`src/rtl/piano_key_encoder_if.sv`:
```
// piano_key_encoder_if: key/octave inputs and note outputs of the piano key encoder
interface piano_key_encoder_if #(
  parameter int NUM_KEYS = 8,
  parameter int NOTE_W = 6,
  parameter int OCT_W = 2
);
  logic [NUM_KEYS-1:0] sw;
  logic mode;
  logic oct_up;
  logic oct_down;
  logic gate;
  logic [NOTE_W-1:0] note;
  logic note_on;
  logic note_off;
  logic [OCT_W-1:0] octave;
  modport master(output sw, mode, oct_up, oct_down, input gate, note, note_on, note_off, octave);
  modport slave(input sw, mode, oct_up, oct_down, output gate, note, note_on, note_off, octave);
endinterface

```
`src/rtl/piano_key_encoder.sv`:
```
// piano_key_encoder: sync + debounce keys, pick one by priority mode, add octave, emit note/gate/strobes
module piano_key_encoder #(
  parameter int NUM_KEYS = 8,
  parameter int DEBOUNCE_CYCLES = 250000,
  parameter int OCT_MAX = 3,
  parameter int OCT_RESET = 1,
  parameter int NOTE_W = 6
) (
  input logic clk,
  input logic rst_n,
  piano_key_encoder_if.slave bus
);
  localparam int OCT_W = OCT_MAX > 0 ? $clog2(OCT_MAX + 1) : 1;
  localparam int IW = $clog2(NUM_KEYS);
  localparam int CW = DEBOUNCE_CYCLES > 1 ? $clog2(DEBOUNCE_CYCLES) : 1;
  logic [NUM_KEYS-1:0] s1, s2, db, db_next, rose;
  logic [CW-1:0] cnt [NUM_KEYS];
  logic [IW-1:0] last, sel;
  logic [NOTE_W-1:0] note_next;
  logic any;
  function automatic logic [IW-1:0] lowest(input logic [NUM_KEYS-1:0] v);
    lowest = '0;
    for (int i = NUM_KEYS - 1; i >= 0; i--) if (v[i]) lowest = IW'(i);
  endfunction
  for (genvar k = 0; k < NUM_KEYS; k++) begin : g_key
    logic done;
    assign done = s2[k] != db[k] && cnt[k] == CW'(DEBOUNCE_CYCLES - 1);
    assign db_next[k] = done ? s2[k] : db[k];
    always_ff @(posedge clk)
      cnt[k] <= (!rst_n || s2[k] == db[k] || done) ? '0 : cnt[k] + CW'(1);
  end
  assign rose = db_next & ~db;
  assign any = |db;
  // last-pressed only wins while that key is still held
  assign sel = bus.mode && db[last] ? last : lowest(db);
  assign note_next = any ? NOTE_W'(bus.octave) * NOTE_W'(NUM_KEYS) + NOTE_W'(sel) : bus.note;
  always_ff @(posedge clk) begin
    if (!rst_n) begin
      s1 <= '0;
      s2 <= '0;
      db <= '0;
      last <= '0;
      bus.octave <= OCT_W'(OCT_RESET);
      bus.gate <= 1'b0;
      bus.note <= '0;
      bus.note_on <= 1'b0;
      bus.note_off <= 1'b0;
    end else begin
      s1 <= bus.sw;
      s2 <= s1;
      db <= db_next;
      if (|rose) last <= lowest(rose);
      bus.octave <= (bus.oct_up && !bus.oct_down && bus.octave != OCT_W'(OCT_MAX)) ? bus.octave + OCT_W'(1) :
                    (bus.oct_down && !bus.oct_up && bus.octave != '0) ? bus.octave - OCT_W'(1) : bus.octave;
      bus.gate <= any;
      bus.note <= note_next;
      bus.note_on <= any && (!bus.gate || note_next != bus.note);
      bus.note_off <= !any && bus.gate;
    end
  end
endmodule
```
`src/flat_wrapper.sv`:
```
// flat-port wrapper written by rule: the top's interface ports become plain ports
module piano_key_encoder_flat 
#(
  parameter int NUM_KEYS = 8,
  parameter int DEBOUNCE_CYCLES = 250000,
  parameter int OCT_MAX = 3,
  parameter int OCT_RESET = 1,
  parameter int NOTE_W = 6
)
  (clk, rst_n, bus_sw, bus_mode, bus_oct_up, bus_oct_down, bus_gate, bus_note, bus_note_on, bus_note_off, bus_octave);
  piano_key_encoder_if #(.NUM_KEYS(NUM_KEYS), .NOTE_W(NOTE_W)) bus_i ();
  input logic clk;
  input logic rst_n;
  input wire logic [$bits(bus_i.sw)-1:0] bus_sw;
  input wire logic [$bits(bus_i.mode)-1:0] bus_mode;
  input wire logic [$bits(bus_i.oct_up)-1:0] bus_oct_up;
  input wire logic [$bits(bus_i.oct_down)-1:0] bus_oct_down;
  output wire logic [$bits(bus_i.gate)-1:0] bus_gate;
  output wire logic [$bits(bus_i.note)-1:0] bus_note;
  output wire logic [$bits(bus_i.note_on)-1:0] bus_note_on;
  output wire logic [$bits(bus_i.note_off)-1:0] bus_note_off;
  output wire logic [$bits(bus_i.octave)-1:0] bus_octave;
  assign bus_i.sw = bus_sw;
  assign bus_i.mode = bus_mode;
  assign bus_i.oct_up = bus_oct_up;
  assign bus_i.oct_down = bus_oct_down;
  assign bus_gate = bus_i.gate;
  assign bus_note = bus_i.note;
  assign bus_note_on = bus_i.note_on;
  assign bus_note_off = bus_i.note_off;
  assign bus_octave = bus_i.octave;
  piano_key_encoder #(.NUM_KEYS(NUM_KEYS), .DEBOUNCE_CYCLES(DEBOUNCE_CYCLES), .OCT_MAX(OCT_MAX), .OCT_RESET(OCT_RESET), .NOTE_W(NOTE_W)) u_core (.clk(clk), .rst_n(rst_n), .bus(bus_i));
endmodule
```
`config.mk`:
```
export PLATFORM = sky130hd
export DESIGN_NAME = piano_key_encoder_flat
export DESIGN_NICKNAME = d
export VERILOG_FILES = /design/src/rtl/piano_key_encoder_if.sv /design/src/rtl/piano_key_encoder.sv /design/src/flat_wrapper.sv
export SDC_FILE = /design/constraint.sdc
export NUM_CORES = 1
export LEC_CHECK = 0
export BUFFER_PORTS_ARGS = -buffer_cell sky130_fd_sc_hd__clkbuf_2
export CAP_MARGIN = 10
export CORE_MARGIN = 1
export CORE_UTILIZATION = 53
export CTS_CLUSTER_DIAMETER = 200
export CTS_CLUSTER_SIZE = 25
export DETAILED_ROUTE_END_ITERATION = 6
export PLACE_DENSITY = 0.81
export SLEW_MARGIN = 40
export SYNTH_ARGS = -nofsm -noshare
export SYNTH_HDL_FRONTEND = slang
export SYNTH_SLANG_ARGS = --single-unit
```
`constraint.sdc`:
```
create_clock -name clk -period 2 [get_ports clk]
set_clock_uncertainty 0.1 [all_clocks]
set_input_delay 0.1 -clock clk [delete_from_list [all_inputs] [get_ports clk]]
set_output_delay 0.1 -clock clk [all_outputs]
set_load 0.01 [all_outputs]
```
==> impl_results.md, run 1 <==
* GPL Wtd Cong at 0.805
* Critical Path Sink Type: register
* PortBufs at 23
* Post-route ant nets at 0
* Largest net degree at the start of global routing at 21
* Core ar. at 0.0145 mm^2
* TritonCTS clock tree: yes
* Startpoint Class: register
* DRC Markers at 0
* FMAX at 0.486 GHz
* Status: finished with violations
* Pre-CTS setup slack at -0.0819 ns
* Die height at 124 um
* IO Pins at 24
* Avg WL per Cell at 13.6 um
* Post-synth top area share at 46.3%
* Finished Cell Area at 0.00933 mm^2
* Post-synthesis sequential area ratio at 46.3%
* Syn_area_per_cell at 8.99 um^2
* DR pass1 iterations at 5
* Tcrit/Tclk final at 103%
* Clock tree buffer depth at 2
* Final worst slack at -0.0579 ns
* Antenna violations before repair at 0
* Die area at 0.0153 mm^2
* Top-count cell post-synth: dfxtp_1
* Tot GR Track Use at 21.6%
* Worst vdd ir at 0.000625 V
* Vias post-DR at 6291
* Mapped cell area at 0.00787 mm^2
* Main flop type after synthesis: dfxtp_1
* #FFs+latches synth at 182
* Layout cells sized above 1 at 12.8%
* Setup Crit Path Kind: reg2reg
* Most frequent cells after synthesis: 182 x dfxtp_1, 170 x nor2_1, 75 x xor2_1
* Total congestion overflow at 0
* Tmin final at 2.06 ns
* Synth cell types at 46
* ANT cells at 0
* Area grow syn2layout at 18.5%
* Static Leak at 0.00327 uW
* Placed wire-length estimate at 10.5 mm
* Clock transition at path regs at 0.07 ns
* Worst EP arrival at 2.27 ns
* Final setup fails at 1
* Layout net count at 981
* Max-cap viol count at 0
* Clock Latency Late Sink at 0.43 ns
* Top post-synthesis cells by area: dfxtp_1 46%, xor2_1 8.3%, nor2_1 8.1%
* # H-tree levels at 4
* Post-synthesis cell count at 876
* Die width at 124 um
* Synth Net Count at 897
* Starting Density at 54.2%
* First-pass GRT wire length at 26.0 mm
* Number of global-route vias before repair at 5742
* Rel. slew slack at 64.4%
* Dominant cell type by area after synthesis: dfxtp_1
* Clock sink count at 182
* Failing checks: setup timing
* Pins over their slew limit at 0
* Hold Crit Class: in2reg
* Fin. Hold Viols at 0
* Ys Warns at 0
* Critical Path RT at 2.22 ns
* Post-synth EDFFs at 0
* CTS Buf Count at 17
* Post-Route Utilization at 64.2%
* Worst Path Max Fanout at 3
* CTS root buffer: clkbuf_16
* Synth async-reset ratio at 0%
* RSZ-0062 raised after global routing: yes
* Worst slew pin tran at 0.529 ns
* Pwr/cell area at 783 mW/mm^2
* Routed wire length at 15.8 mm
* Placed Area at 0.00849 mm^2
* Drt first-iter violations at 349
* Fill cells at 1191
* Cell row count at 44
* Vias/cell at 5.44
area by class of cell:
| cell class | count | area, um^2 | share of cell area [%] |
|---|---|---|---|
| flip-flops and latches | 182 | 3650 | 39.1 |
| clock buffers | 19 | 453 | 4.86 |
| multi-input cells | 664 | 4190 | 44.9 |
| clock inverters | 13 | 169 | 1.81 |
| well taps | 184 | 230 | 2.47 |
| inverters | 17 | 63.8 | 0.684 |
| repair buffers | 78 | 577 | 6.18 |
worst paths after layout:
kind	startpoint	endpoint	slack (ns)	cells past startpoint
hold / removal	bus_oct_up	u_core.bus.octave[1]	0.06	4
hold reg to reg	u_core.s1[5]	u_core.s2[5]	0.33	1
setup / recovery	u_core.last[1]	u_core.bus.note_on	-0.06	6
setup reg to reg	u_core.last[1]	u_core.bus.note_on	-0.06	6
repair_timing:
action | in CTS | in global routing
cloned | 0 | 2
setup endpoints to repair | 2 | 71
pin swaps | 3 | 5
gates resized for setup | 3 | 19
hold buffers | 9 | 0
buffers inserted | 2 | 3
hold endpoints to repair | 9 | 0
worst max-delay path: stages, from the launching register on:
cell,delay [ns]
dfxtp_4,0.37
mux4_2,0.48
and3_4,0.20
a31oi_4,0.16
mux2i_2,0.25
xnor2_1,0.08
o41a_1,0.30
per-stage QoR:
step                total power [uW]  hold WS, ns  TNS [ns]  instances
finish                          7300       0.0573   -0.0579       1157
global route                    7530       0.0569    -0.436       1157
CTS                             7350       0.0370   -0.0598       1152
detailed placement              3870        0.208   -0.0819       1109
global placement                3860        0.207   -0.0570       1109
floorplan                       3810        0.127  -0.00778        876
layout by cell type, fill, tap and decap left out, types with 3 or more instances in the layout:
| cell type | n |
|---|---|
| dfxtp_1 | 180 |
| xor2_1 | 75 |
| inv_6 | 5 |
| or3_1 | 7 |
| inv_1 | 17 |
| ha_1 | 6 |
| a21boi_0 | 8 |
| mux2i_1 | 7 |
| nor4b_1 | 11 |
| nor4bb_1 | 4 |
| xnor2_1 | 59 |
| a21oi_1 | 11 |
| nand3_1 | 59 |
| nor4b_2 | 4 |
| clkbuf_16 | 17 |
| and2_1 | 19 |
| nand4_1 | 33 |
| nor2b_1 | 20 |
| nand2_1 | 51 |
| dlygate4sd3_1 | 9 |
| o21ai_0 | 11 |
| and3_1 | 21 |
| nor3_1 | 12 |
| nor4_1 | 14 |
| buf_4 | 42 |
| bufinv_16 | 3 |
| nand2b_1 | 6 |
| nor2_1 | 170 |
| clkbuf_2 | 23 |
| nand4b_1 | 4 |
| and4_1 | 15 |
state kept, by name, indices dropped and copies added, names as in the netlist:
register             count
u_core.bus.note_off      1
u_core.bus.gate          1
u_core.db                8
u_core.cnt             144
u_core.bus.note_on       1
u_core.bus.note          6
u_core.bus.octave        2
u_core.last              3
u_core.s2                8
u_core.s1                8
logic make-up (layout without fill, tap and decap cells):
family / after synthesis / after routing / share of synthesized area, %
AOI/OAI and AO/OA: 47 / 47 / 3.96
adders and majority gates: 8 / 8 / 1.27
DFF: 182 / 182 / 46.3
muxes: 11 / 11 / 1.97
buffers and inverters: 30 / 127 / 1.45
and+or+nand+nor: 464 / 464 / 30.2
xor gates and xnor gates: 134 / 134 / 14.9
per-layer routing:
layer	global-route usage, %	vias to the layer above	wire length, um	part of all wire (%)
li1	-	3184	-	-
met1	27.1	2973	7410	47
met2	35.7	111	7530	48
met3	5.72	23	567	3.6
met4	7.68	0	241	1.5
met5	0	-	0	0
power by group:
part           switching [uW]  total, uW  internal [uW]
Combinational            70.3        135           64.4
Clock                    1450       3500           2050
Sequential               22.0       3670           3650
Total                    1540       7300           5760
Power figures use the tool's default switching activity.
==> run 2, diff against run 1 <==
--- a/config.mk
+++ b/config.mk
@@ -7,6 +7,7 @@
 export LEC_CHECK = 0
 export BUFFER_PORTS_ARGS = -buffer_cell sky130_fd_sc_hd__clkbuf_2
 export CAP_MARGIN = 10
+export CORE_ASPECT_RATIO = 1.1
 export CORE_MARGIN = 1
 export CORE_UTILIZATION = 53
 export CTS_CLUSTER_DIAMETER = 200
==> impl_results.md, run 2 (synthesis gave the netlist of run 1 again) <==
* Setup Crit Path Kind: reg2reg
* Most frequent cells in the layout: 179 x dfxtp_1, 170 x nor2_1, 75 x xor2_1, 60 x nand3_1, 59 x xnor2_1
* Clock tree buffer depth at 2
* ANT cells at 0
* Status: finished with violations
* Layout cells sized above 1 at 11.9%
* Static Leak at 0.00323 uW
* Critical Path RT at 2.21 ns
* TritonCTS clock tree: yes
* GPL Wtd Cong at 0.822
* Worst EP arrival at 2.27 ns
* Die height at 130 um
* Starting Density at 54.5%
* RSZ-0062 raised after global routing: yes
* # H-tree levels at 4
* Post-route ant nets at 0
* Worst slew pin tran at 0.590 ns
* Tcrit/Tclk final at 103%
* Largest net degree at the start of global routing at 19
* Final setup fails at 1
* FMAX at 0.486 GHz
* Routed wire length at 15.1 mm
* Biggest register: u_core.cnt
* Number of global-route vias before repair at 5805
* Pins over their slew limit at 0
* Rel. slew slack at 60.3%
* Failing checks: setup timing
* Core ar. at 0.0144 mm^2
* Critical Path Sink Type: register
* Max-cap viol count at 0
* Final non-filler cell total at 1162
* Worst vdd ir at 0.000589 V
* Worst Path Max Fanout at 4
* CTS Buf Count at 17
* Clock sink count at 182
* Max reg flops at 144
* Avg WL per Cell at 13.0 um
* Commonest non-fill, non-tap cell in the layout: dfxtp_1
* Fin. Hold Viols at 0
* DRC Markers at 0
* First-pass GRT wire length at 25.6 mm
* Clock Latency Late Sink at 0.43 ns
* DR pass1 iterations at 5
* Die width at 118 um
* IO Pins at 24
* Vias/cell at 5.29
* Cells after DPL at 1116
* Hold Crit Class: in2reg
* Drt first-iter violations at 372
* Final TNS setup at -0.0584 ns
* PortBufs at 23
* Vias post-DR at 6147
* Power Total at 7080 uW
* Placed wire-length estimate at 10.2 mm
* Clock transition at path regs at 0.06 ns
* Antenna violations before repair at 0
* Die area at 0.0153 mm^2
* Fill cells at 1162
* Final worst slack at -0.0584 ns
* CTS root buffer: clkbuf_16
* Tot GR Track Use at 20.5%
* Pwr/cell area at 762 mW/mm^2
* Cell row count at 46
* Total congestion overflow at 0
* Tmin final at 2.06 ns
* Layout net count at 978
* Area grow syn2layout at 18.0%
* Hold_ws at 0.0424 ns
* Startpoint Class: register
[run 2: per-layer routing]
metal	up-vias	wire length, um	GRT usage [%]	share of wire, %
li1	3191	-	-	-
met1	2862	7290	25.4	48
met2	69	7120	34.8	47
met3	25	346	4.33	2.3
met4	0	340	8.90	2.3
met5	-	0	0	0
[run 2: final timing paths]
kind | slack (ns) | start | cells after the start | to
max reg2reg | -0.06 | u_core.last[1] | 6 | u_core.bus.note_on
min | 0.04 | bus_oct_up | 4 | u_core.bus.octave[1]
max | -0.06 | u_core.last[1] | 6 | u_core.bus.note_on
min reg2reg | 0.34 | u_core.s1[4] | 1 | u_core.s2[4]
[run 2: per-stage QoR]
stage	util (%)	area [um^2]	setup slack, ns
floorplan	-	7880	-0.00778
global placement	58.8	8500	-0.0551
detailed placement	58.8	8500	-0.0774
CTS	63.7	9210	-0.0720
global route	64.3	9290	-0.145
finish	64.3	9290	-0.0584
[run 2: final cells by class]
type | instances | area, um^2 | share of cell area [%]
multi-input cells | 664 | 4190 | 45.1
repair buffers | 75 | 561 | 6.03
flip-flops and latches | 182 | 3650 | 39.3
clock inverters | 9 | 90.1 | 0.970
inverters | 17 | 63.8 | 0.687
well taps | 192 | 240 | 2.59
clock buffers | 23 | 498 | 5.36
[run 2: where the power goes]
group          total [uW]  internal (uW)  switching, uW
clock network        3280           1890           1390
logic                 138           68.8           69.1
registers            3670           3650           21.5
total                7080           5600           1480
[run 2: critical path, stage by stage, from the launching register on]
cell	delay, ns
dfxtp_4	0.37
mux4_2	0.48
and3_4	0.20
a31oi_4	0.15
mux2i_2	0.25
xnor2_1	0.09
o41a_1	0.30
[run 2: repair_timing]
item / in CTS / in global routing
pin swaps: 1 / 7
setup buffers: 0 / 2
setup endpoints to repair: 1 / 30
hold endpoints to repair: 12 / 0
resized for setup: 1 / 16
hold buffers: 12 / 0
==> run 3, diff against run 2 <==
--- a/config.mk
+++ b/config.mk
@@ -14,6 +14,7 @@
 export CTS_CLUSTER_SIZE = 25
 export DETAILED_ROUTE_END_ITERATION = 6
 export PLACE_DENSITY = 0.81
+export REMOVE_ABC_BUFFERS = 1
 export SLEW_MARGIN = 40
 export SYNTH_ARGS = -nofsm -noshare
 export SYNTH_HDL_FRONTEND = slang
==> impl_results.md, run 3 (synthesis gave the netlist of run 1 again) <==
* Status: finished with violations
* Failing checks: setup timing
* DRC Markers at 0
* Tmin final at 2.08 ns
* Clock tree buffer depth at 2
* Post-Route Utilization at 64.4%
* Critical Path Sink Type: register
* Starting Density at 54.5%
* Fin. Hold Viols at 0
* Clock Latency Late Sink at 0.43 ns
* Pre-CTS setup slack at -0.234 ns
* Placed Area at 0.00849 mm^2
* Worst vdd ir at 0.000648 V
* ANT cells at 0
* Setup Crit Path Kind: reg2reg
* Finished Cell Area at 0.00930 mm^2
* PortBufs at 23
* Die width at 118 um
* Commonest non-fill, non-tap cell in the layout: dfxtp_1
* Vias/cell at 5.34
* TritonCTS clock tree: yes
* RSZ-0062 raised after global routing: yes
* Worst EP arrival at 2.29 ns
* Antenna violations before repair at 0
* CP cell instances: mux4_2 -> and3_4 -> a31oi_4 -> mux2i_2 -> xnor2_1 -> o41a_1
* R2R depth at 6
* Die height at 130 um
* Post-route ant nets at 0
* Layout net count at 978
* Fill cells at 1173
* Placed wire-length estimate at 10.2 mm
* Worst Path Max Fanout at 4
* FMAX at 0.482 GHz
* Critical Path RT at 2.21 ns
* Biggest register: u_core.cnt
* GPL Wtd Cong at 0.817
* Static Leak at 0.00323 uW
* First-pass GRT wire length at 25.6 mm
* Rel. slew slack at 63.9%
* Number of global-route vias before repair at 5704
* Most frequent cells in the layout: 178 x dfxtp_1, 170 x nor2_1, 75 x xor2_1, 61 x nand3_1, 59 x xnor2_1
* Worst slew pin tran at 0.537 ns
* Hold_ws at 0.0521 ns
* Largest net degree at the start of global routing at 29
* Pwr/cell area at 758 mW/mm^2
* Vias post-DR at 6194
* Avg WL per Cell at 13.0 um
* Die area at 0.0153 mm^2
* Clock sink count at 182
* Total congestion overflow at 0
* Area grow syn2layout at 18.2%
* Hold depth at 5
* Final setup fails at 1
* Tot GR Track Use at 20.5%
* Final worst slack at -0.0761 ns
* Tcrit/Tclk final at 104%
* # H-tree levels at 4
* Layout cells sized above 1 at 12.0%
* Routed wire length at 15.0 mm
* Final TNS setup at -0.0761 ns
* Startpoint Class: register
* DR pass1 iterations at 4
* Max-cap viol count at 0
* Drt first-iter violations at 372
* IO Pins at 24
* CP max stage delay at 0.49 ns
* Hold Crit Class: in2reg
* Max reg flops at 144
* CTS root buffer: clkbuf_16
* Clock transition at path regs at 0.06 ns
* Pins over their slew limit at 0
* CP max stage cell: mux4_2
* CTS Buf Count at 17
* Cell row count at 46
* Core ar. at 0.0144 mm^2
-- run 3: critical path, delay by kind of cell (launching register included) --
kind,cells,cell delay (ns)
xor+xnor,1,0.09
compound gates,2,0.45
mux,2,0.76
simple gates,1,0.20
flops,1,0.37
-- run 3: where the power goes --
part	total [uW]	switching, uW	internal, uW
Combinational	133	67.5	65.2
Clock	3250	1320	1930
Sequential	3670	20.0	3650
-- run 3: final timing paths --
path / start / end / slack [ns]
hold / removal: bus_oct_up / u_core.bus.octave[0] / 0.05
setup reg to reg: u_core.last[1] / u_core.bus.note_on / -0.08
hold reg to reg: u_core.cnt[1][18] / u_core.cnt[1][18] / 0.33
setup / recovery: u_core.last[1] / u_core.bus.note_on / -0.08
-- run 3: area by class of cell --
type,count,area (um^2),area share (%)
Clock buffer,23,478,5.14
Clock inverter,7,97.6,1.05
Timing Repair Buffer,75,568,6.11
Multi-Input combinational cell,664,4200,45.2
Inverter,17,63.8,0.686
Sequential cell,182,3650,39.3
Tap cell,192,240,2.58
-- run 3: metal layers --
metal  global-route usage [%]  vias up  wire, um
met3                     4.85       16       456
met5                        0        -         0
li1                         -     3171         -
met2                     34.6       81      7350
met1                     25.4     2926      7010
met4                     8.75        0       236
-- run 3: through the flow --
stage	cells	power, uW
final	1160	7050
after global routing	1160	7290
after CTS	1155	7120
after detailed placement	1115	3870
after global placement	1115	3860
after floorplan	863	3800
-- run 3: repair_timing --
action,CTS,global route
hold buffers,10,0
buffers inserted,0,5
pin swaps,2,8
endpoints found under the setup margin,1,42
gates resized for setup,6,18
endpoints found under the hold margin,10,0
